### config.mk
export PLATFORM = sky130hd
export DESIGN_NAME = ones_weight_enumerator_flat
export DESIGN_NICKNAME = d
export VERILOG_FILES = /design/src/rtl/ones_weight_enumerator_if.sv /design/src/rtl/ones_weight_enumerator.sv /design/src/flat_wrapper.sv
export SDC_FILE = /design/constraint.sdc
export NUM_CORES = 1
export LEC_CHECK = 0
export BUFFER_PORTS_ARGS = -buffer_cell sky130_fd_sc_hd__buf_2
export CAP_MARGIN = 20
export CORE_MARGIN = 3
export CORE_UTILIZATION = 61
export CTS_CLUSTER_SIZE = 16
export DETAILED_ROUTE_END_ITERATION = 10
export PLACE_DENSITY_LB_ADDON = 0.25
export SYNTH_ARGS = -nofsm -noshare
export SYNTH_HDL_FRONTEND = slang
export SYNTH_SLANG_ARGS = --single-unit
### constraint.sdc
create_clock -name clk -period 3.8 [get_ports clk]
set_input_delay 0.57 -clock clk [delete_from_list [all_inputs] [get_ports clk]]
set_output_delay 0.57 -clock clk [all_outputs]
set_load 0.03 [all_outputs]
### src/rtl/ones_weight_enumerator_if.sv
// Handshake bundle for ones_weight_enumerator: start/weight request plus
// the word stream and run status returned by the enumerator.
interface ones_weight_enumerator_if;
  localparam int unsigned WORD_W  = 15;
  localparam int unsigned N_W     = 4;
  localparam int unsigned COUNT_W = 13;

  logic               start;
  logic [N_W-1:0]     n;
  logic [WORD_W-1:0]  word;
  logic               word_valid;
  logic               word_ready;
  logic [COUNT_W-1:0] count;
  logic               busy;
  logic               done;

  // Requester side: issues start/n and consumes words.
  modport master (
    output start,
    output n,
    output word_ready,
    input  word,
    input  word_valid,
    input  count,
    input  busy,
    input  done
  );

  // Enumerator side.
  modport slave (
    input  start,
    input  n,
    input  word_ready,
    output word,
    output word_valid,
    output count,
    output busy,
    output done
  );
endinterface

### src/rtl/ones_weight_enumerator.sv
// Enumerates every 15-bit word of a requested weight n in ascending order,
// one word per valid/ready handshake (Gosper's next-same-weight step).
module ones_weight_enumerator (
  input  logic                   clk,
  input  logic                   rst,
  ones_weight_enumerator_if.slave bus
);
  localparam int unsigned WORD_W  = 15;
  localparam int unsigned N_W     = 4;
  localparam int unsigned COUNT_W = 13;
  localparam int unsigned ARITH_W = 16;

  typedef enum logic [1:0] {
    IDLE = 2'd0,
    RUN  = 2'd1,
    FIN  = 2'd2
  } state_e;

  state_e               state_q, state_d;
  logic [WORD_W-1:0]    word_q, word_d;
  logic [N_W-1:0]       n_q, n_d;
  logic [COUNT_W-1:0]   count_q, count_d;
  logic                 word_valid_q, word_valid_d;
  logic                 busy_q, busy_d;
  logic                 done_q, done_d;

  logic [ARITH_W-1:0]   x_ext;
  logic [ARITH_W-1:0]   low_bit_ext;
  logic [ARITH_W-1:0]   ripple_ext;
  logic [ARITH_W-1:0]   next_ext;
  logic [ARITH_W-1:0]   ones_ext;
  logic [ARITH_W-1:0]   last_ext;
  logic [ARITH_W-1:0]   first_ext;
  logic [N_W-1:0]       ctz;
  logic                 hs_c;
  logic                 is_last_c;

  // Next word of equal weight: c = x & -x, r = x + c, next = (((r^x)>>2)>>ctz(c)) | r.
  always_comb begin
    x_ext       = ARITH_W'(word_q);
    low_bit_ext = x_ext & (~x_ext + ARITH_W'(1));
    ripple_ext  = x_ext + low_bit_ext;
    ctz         = '0;
    for (int i = WORD_W - 1; i >= 0; i--) begin
      if (low_bit_ext[i]) begin
        ctz = N_W'(i);
      end
    end
    next_ext = (((ripple_ext ^ x_ext) >> 2) >> ctz) | ripple_ext;
  end

  // Last pattern of the latched weight: n ones packed against bit 14.
  always_comb begin
    ones_ext  = (ARITH_W'(1) << n_q) - ARITH_W'(1);
    last_ext  = ones_ext << (N_W'(WORD_W) - n_q);
    first_ext = (ARITH_W'(1) << bus.n) - ARITH_W'(1);
    is_last_c = (x_ext == last_ext);
    hs_c      = word_valid_q & bus.word_ready;
  end

  always_comb begin
    state_d      = state_q;
    word_d       = word_q;
    n_d          = n_q;
    count_d      = count_q;
    word_valid_d = word_valid_q;
    busy_d       = busy_q;
    done_d       = 1'b0;

    unique case (state_q)
      IDLE: begin
        word_valid_d = 1'b0;
        busy_d       = 1'b0;
        if (bus.start) begin
          n_d          = bus.n;
          word_d       = WORD_W'(first_ext);
          count_d      = '0;
          word_valid_d = 1'b1;
          busy_d       = 1'b1;
          state_d      = RUN;
        end
      end
      RUN: begin
        if (hs_c) begin
          count_d = count_q + COUNT_W'(1);
          if (is_last_c) begin
            word_valid_d = 1'b0;
            done_d       = 1'b1;
            busy_d       = 1'b1;
            state_d      = FIN;
          end else begin
            word_d = WORD_W'(next_ext);
          end
        end
      end
      FIN: begin
        busy_d  = 1'b0;
        state_d = IDLE;
      end
      default: begin
        word_valid_d = 1'b0;
        busy_d       = 1'b0;
        state_d      = IDLE;
      end
    endcase
  end

  always_ff @(posedge clk) begin
    if (rst) begin
      state_q      <= IDLE;
      word_q       <= '0;
      n_q          <= '0;
      count_q      <= '0;
      word_valid_q <= 1'b0;
      busy_q       <= 1'b0;
      done_q       <= 1'b0;
    end else begin
      state_q      <= state_d;
      word_q       <= word_d;
      n_q          <= n_d;
      count_q      <= count_d;
      word_valid_q <= word_valid_d;
      busy_q       <= busy_d;
      done_q       <= done_d;
    end
  end

  assign bus.word       = word_q;
  assign bus.word_valid = word_valid_q;
  assign bus.count      = count_q;
  assign bus.busy       = busy_q;
  assign bus.done       = done_q;
endmodule
### src/flat_wrapper.sv
// flat-port wrapper written by rule: the top's interface ports become plain ports
module ones_weight_enumerator_flat 
  (clk, rst, bus_start, bus_n, bus_word_ready, bus_word, bus_word_valid, bus_count, bus_busy, bus_done);
  ones_weight_enumerator_if bus_i ();
  input  logic clk;
  input  logic rst;
  input wire logic [$bits(bus_i.start)-1:0] bus_start;
  input wire logic [$bits(bus_i.n)-1:0] bus_n;
  input wire logic [$bits(bus_i.word_ready)-1:0] bus_word_ready;
  output wire logic [$bits(bus_i.word)-1:0] bus_word;
  output wire logic [$bits(bus_i.word_valid)-1:0] bus_word_valid;
  output wire logic [$bits(bus_i.count)-1:0] bus_count;
  output wire logic [$bits(bus_i.busy)-1:0] bus_busy;
  output wire logic [$bits(bus_i.done)-1:0] bus_done;
  assign bus_i.start = bus_start;
  assign bus_i.n = bus_n;
  assign bus_i.word_ready = bus_word_ready;
  assign bus_word = bus_i.word;
  assign bus_word_valid = bus_i.word_valid;
  assign bus_count = bus_i.count;
  assign bus_busy = bus_i.busy;
  assign bus_done = bus_i.done;
  ones_weight_enumerator u_core (.clk(clk), .rst(rst), .bus(bus_i));
endmodule
---- Word-level counts from Yosys, hierarchy flattened ----
Index checks and enable logic that the tools add are counted.
storage, ports and cells
  bits in registers ....................... 37
  output and inout bits ................... 31
operators by class
  add/sub/neg operators ................... 6
  eq/ne operators ......................... 7
  shift operators ......................... 4
  multiplexer cells ....................... 34
  bitwise gates (word level) .............. 8
  reduce and logical (&&, ||, !) cells .... 9
operators by type and width
  cell                                                number
  2-to-1 mux 4 bit                                    15
  2-to-1 mux 15 bit                                   3
  case mux 15 bit (2 select lines)                    1
  2-to-1 mux 13 bit                                   2
  case mux 13 bit (2 select lines)                    1
  adder 15 x 16 -> 16 bit                             1
  adder 16 x 1 -> 16 bit, second input constant       1
  AND 15 x 16 -> 16 bit                               1
  == test 15 x 16 -> 1 bit                            1
  inverter 15 -> 16 bit                               1
  << shifter 1 x 4 -> 16 bit, first input constant    1
  << shifter 16 x 4 -> 16 bit                         1
  subtractor 16 x 2 -> 16 bit, second input constant  1
  XOR 16 x 15 -> 16 bit                               1
  bitwise OR 15 bit                                   1
  << shifter 1 x 4 -> 15 bit, first input constant    1
  >> shifter 14 x 4 -> 15 bit                         1
  subtractor 15 x 2 -> 15 bit, second input constant  1
  adder 13 x 1 -> 13 bit, second input constant       1
  AND reduction 3 bit                                 3
  2-to-1 mux 1 bit                                    6
  2-to-1 mux 2 bit                                    3
  != test 2 x 1 -> 1 bit, second input constant       2
  != test 2 bit, second input constant                2
  other kinds (13)                                    16

---- Logic depth before layout (Yosys ltp) ----
  depth in word-level cells ............... 23
  depth in mapped cells ................... 14

---- Worst setup path after synthesis ----
Ideal clock, no wire load.
  path kind ............................... flip-flop to flip-flop
  from .................................... register u_core.n_q[3]
  to ...................................... register u_core.word_q[4] (netlist: u_core.bus.word[4])
  setup time .............................. 0.091 ns
  data arrival time ....................... 3.017 ns
  data required time ...................... 3.709 ns
  path slack .............................. 0.692 ns
  cell stages (with the launch flop) ...... 13
  path buffers ............................ 1
  period minus slack after synthesis ...... 3.108 ns
  cell sequence ........................... dfxtp_1 buf_6 nor3_2 nand2b_1 ha_1 nand2b_1 a21o_1 and3_1 o2111ai_1 nor4_4 a31oi_2 mux2_2 a311oi_1
between the ends
  cells in the longest elaborated chain, start to end .. 6
  elaborated cells on any way between the ends .. 7
RTL lines
  what                                    line                           source
  start: declaration                      ones_weight_enumerator.sv:21   logic [N_W-1:0] n_q, n_d;
  start signal: assignment                ones_weight_enumerator.sv:120  n_q <= n_d;
  << shifter 1 x 4 -> 16 bit              ones_weight_enumerator.sv:54   ones_ext = (ARITH_W'(1) << n_q) - ARITH_W'(1);
  subtractor 16 x 2 -> 16 bit             ones_weight_enumerator.sv:54
  << shifter 16 x 4 -> 16 bit *           ones_weight_enumerator.sv:55   last_ext = ones_ext << (N_W'(WORD_W) - n_q);
  == test 15 x 16 -> 1 bit *              ones_weight_enumerator.sv:57   is_last_c = (x_ext == last_ext);
  != test 2 bit (no source line) *        --
  AND reduction 4 bit (no source line) *  --
  end signal: assignment                  ones_weight_enumerator.sv:119  word_q <= word_d;
  end: declaration                        ones_weight_enumerator.sv:20   logic [WORD_W-1:0] word_q, word_d;
Mark *: on every way between the ends. The rest lies on a longest branch, timed or not.
A chain may end at the register's enable or synchronous reset.

---- Worst setup path in the final report ----
Ends and elaborated chain as after synthesis.

==> results.py <==
metrics = {
    "sta": {
        "final-hold-violation-count": 0,
        "skew_ns": 0.01189,
        "slew_headroom_pct": 48.97,
        "tightest_slew_ns": 0.7644,
        "final.setup.tns_ns": 0,
        "fin_ws_ns": 0.3495,
        "grt_setup_unrepaired": "false",
        "maxSlewViolCount": 0,
        "setup_viol": 0,
        "final.min_clock_period_ns": 3.451,
        "fin_crit_sh_pct": 90.80,
        "fmax_ghz": 0.2898,
    },
    "min_path": {
        "holdCritStartpoint": "u_core.bus.count[11]",
        "hold_path_class": "reg -> reg",
        "min_to": "u_core.bus.count[11]",
        "hold_depth": 2,
    },
    "final_layout": {
        "fillers": 576,
        "fin_cells": 659,
        "diodes": 0,
        "syn2layout_area_growth_pct": 6.071,
        "stdcell_area_um2": 4350,
        "nets": 592,
        "drive_gt1_share_pct": 15.98,
    },
    "logic_synthesis": {
        "yosys.area.top_type_share_pct": 18.06,
        "syn_inst": 573,
        "yosys.area.top_type": "dfxtp_1",
        "syn_area_per_cell_um2": 7.158,
        "synth_edf_count": 0,
        "yosys_register_bits": 37,
        "ys_types": 83,
        "syn-cell-area_um2": 4101,
        "synthArstFlopShare_pct": 0,
        "syn_nets": 584,
        "synth_common_cells": "59 x nor2_1, 56 x nand2_1, 37 x dfxtp_1, 35 x nand3_1, 33 x a21oi_1",
        "yosys_warnings": 0,
        "yosysSeqAreaShare_pct": 18.06,
        "netlist_top_cells_area": "dfxtp_1 18%, nor2_1 5.4%, nand2_1 5.1%",
        "synth_ff_type": "dfxtp_1",
        "synth.most_common_cell": "nor2_1",
    },
    "routing": {
        "route.met2.wl_um": 5750,
        "drc_errors": 0,
        "drt-met1-wl_um": 5643,
        "first_iter_violations": 724,
        "routed_wl_um": 13260,
        "viasPerCell": 7.127,
        "wl_met3_um": 1546,
        "first_pass_iters": 5,
        "top_layer": "met4",
        "num_vias": 4697,
        "routedWlPerCell_um": 20.12,
        "ant_nets": 0,
    },
    "floorplan": {
        "coreArea_um2": 6422,
        "die_y_um": 88.00,
        "start_util_pct": 63.86,
        "fp.dieArea_um2": 7743,
        "dieWidth_um": 88.00,
        "num_io_pins": 39,
        "row_count": 29,
    },
    "setup_path": {
        "r2r-start": "u_core.n_q[3]",
        "worstSetupStartpointType": "flip-flop",
        "critPathMaxFanout": 9,
        "cpPeakStageDelay_ns": 0.53,
        "crit_chain": "nor3_2, nand2b_1, ha_1, nand2b_1, a21o_1, and3_1, o2111ai_1, nor4_4, a31oi_2, mux2_2, a311oi_1",
        "critPathCaptureType": "flip-flop",
        "crit_type": "reg -> reg",
        "regToRegEndpoint": "u_core.bus.word[4]",
        "r2r_slack_ns": 0.35,
        "critPathRequiredTime_ns": 4.00,
        "crit_path_frequent_cell": "nand2b_1",
        "reg2regPathDepth": 11,
        "critical_path_arrival_ns": 3.66,
        "crit_slowest_cell": "a31oi_2",
    },
    "clocking": {
        "cts_buffers": 5,
        "worst_skew_pair.late_latency_ns": 0.29,
        "cts_resized": 0,
        "clk_pin_slew_ns": 0.08,
        "clock-sinks": 37,
        "cts_tree": "done",
        "cts_setup_buffers": 0,
        "postCtsHoldBufs": 0,
        "root_buffer": "clkbuf_8",
        "htreeDepth": 2,
        "cts_max_path_buffers": 2,
    },
    "placed_design": {
        "place.gp.congestion": 1.056,
        "portBuffers": 38,
        "place_area_um2": 4234,
        "dpl.hpwl_um": 9797,
        "placed_cells": 651,
        "post-place-ws_ns": 0.4155,
    },
    "pwr": {
        "p_per_area_nw_per_um2": 410.3,
        "leakage_uw": 0.001595,
        "vdd_drop_max_uv": 295.5,
    },
    "grt": {
        "grt_pass1_wl_um": 21140,
        "grt_remaining_overflow": 0,
        "grt_max_degree": 35,
        "grt_pass1_vias": 4159,
        "grtUsageTotal_pct": 34.45,
        "antenna_found_initial": 0,
    },
    "flow_run": {
        "maxCapViolCount": 0,
    },
    "outcome": {
        "outcome": "finished clean",
    },
}
critical path, delay by kind of cell, from the launching register on:
kind / cells / cell delay (ns)
adders and majority gates: 1 / 0.49
and+or+nand+nor: 5 / 0.90
muxes: 1 / 0.40
AOI/OAI and AO/OA: 4 / 1.26
DFF: 1 / 0.32
cells in the final DEF, fill, tap and decap left out, types with 7 or more instances in the layout:
| cell | count |
|---|---|
| buf_4 | 14 |
| a311oi_1 | 8 |
| dfxtp_1 | 37 |
| nand2_1 | 56 |
| o21ai_0 | 28 |
| nor2_1 | 59 |
| o21a_1 | 7 |
| nand4_1 | 12 |
| nand3_1 | 35 |
| xnor2_1 | 13 |
| a21oi_1 | 33 |
| inv_1 | 15 |
| or2_2 | 8 |
| o211ai_1 | 14 |
| a31oi_1 | 18 |
| nand2b_1 | 9 |
| and2_1 | 10 |
| nor3_1 | 13 |
| a211oi_1 | 12 |
| buf_2 | 38 |
| xor2_1 | 10 |
flip-flops by register name, indices dropped and copies added, names as in the netlist:
name,cells
u_core.bus.count,13
u_core.state_q,2
u_core.bus.done,1
u_core.bus.busy,1
u_core.n_q,4
u_core.bus.word,15
u_core.bus.word_valid,1
how the worst max path moves through the flow:
stage                   from                  to  cells after the start
3_5_place_dp   u_core.n_q[3]  u_core.bus.word[4]                     11
5_1_grt        u_core.n_q[3]  u_core.bus.word[7]                     11
6_report       u_core.n_q[3]  u_core.bus.word[4]                     11
3_3_place_gp   u_core.n_q[3]  u_core.bus.word[4]                     11
2_1_floorplan  u_core.n_q[3]  u_core.bus.word[4]                     12
4_1_cts        u_core.n_q[3]  u_core.bus.word[4]                     11
kinds of logic after synthesis:
logic type	Yosys count	synth area share, %
simple gates	243	31.21
compound gates	194	35.24
buf+inv	66	7.809
flops	37	18.06
xor+xnor	23	4.911
mux	7	1.861
fa+ha+maj	3	0.9153
through the flow:
step                      utilization [%]  power, uW  hold slack, ns
after global placement              65.93       1392          0.4837
after detailed placement            65.93       1394          0.4953
final                               67.74       1785          0.5063
after floorplan                         -       1181          0.5567
after global routing                67.74       1871          0.5502
after CTS                           67.74       1747          0.5100
cell type report:
| cell class | instances | area, um2 | area share [%] |
|---|---|---|---|
| clock buffers | 7 | 86.33 | 1.984 |
| flip-flops and latches | 37 | 740.7 | 17.03 |
| well taps | 77 | 96.34 | 2.215 |
| repair buffers | 52 | 295.3 | 6.787 |
| clock inverters | 1 | 30.03 | 0.6903 |
| multi-input cells | 470 | 3045 | 70.00 |
| inverters | 15 | 56.30 | 1.294 |
metal layers:
metal	global-route usage (%)	up-vias
met1	48.64	2182
met4	7.531	0
met3	9.595	37
met2	52.26	298
li1	-	2180
met5	0	-
power by group:
group / total [uW] / internal, uW / switching [uW]
clock network: 355 / 214 / 141
logic: 937 / 326 / 611
registers: 492 / 411 / 81.5
total: 1780 / 951 / 834
No activity file was read; power rests on OpenSTA's default activity.
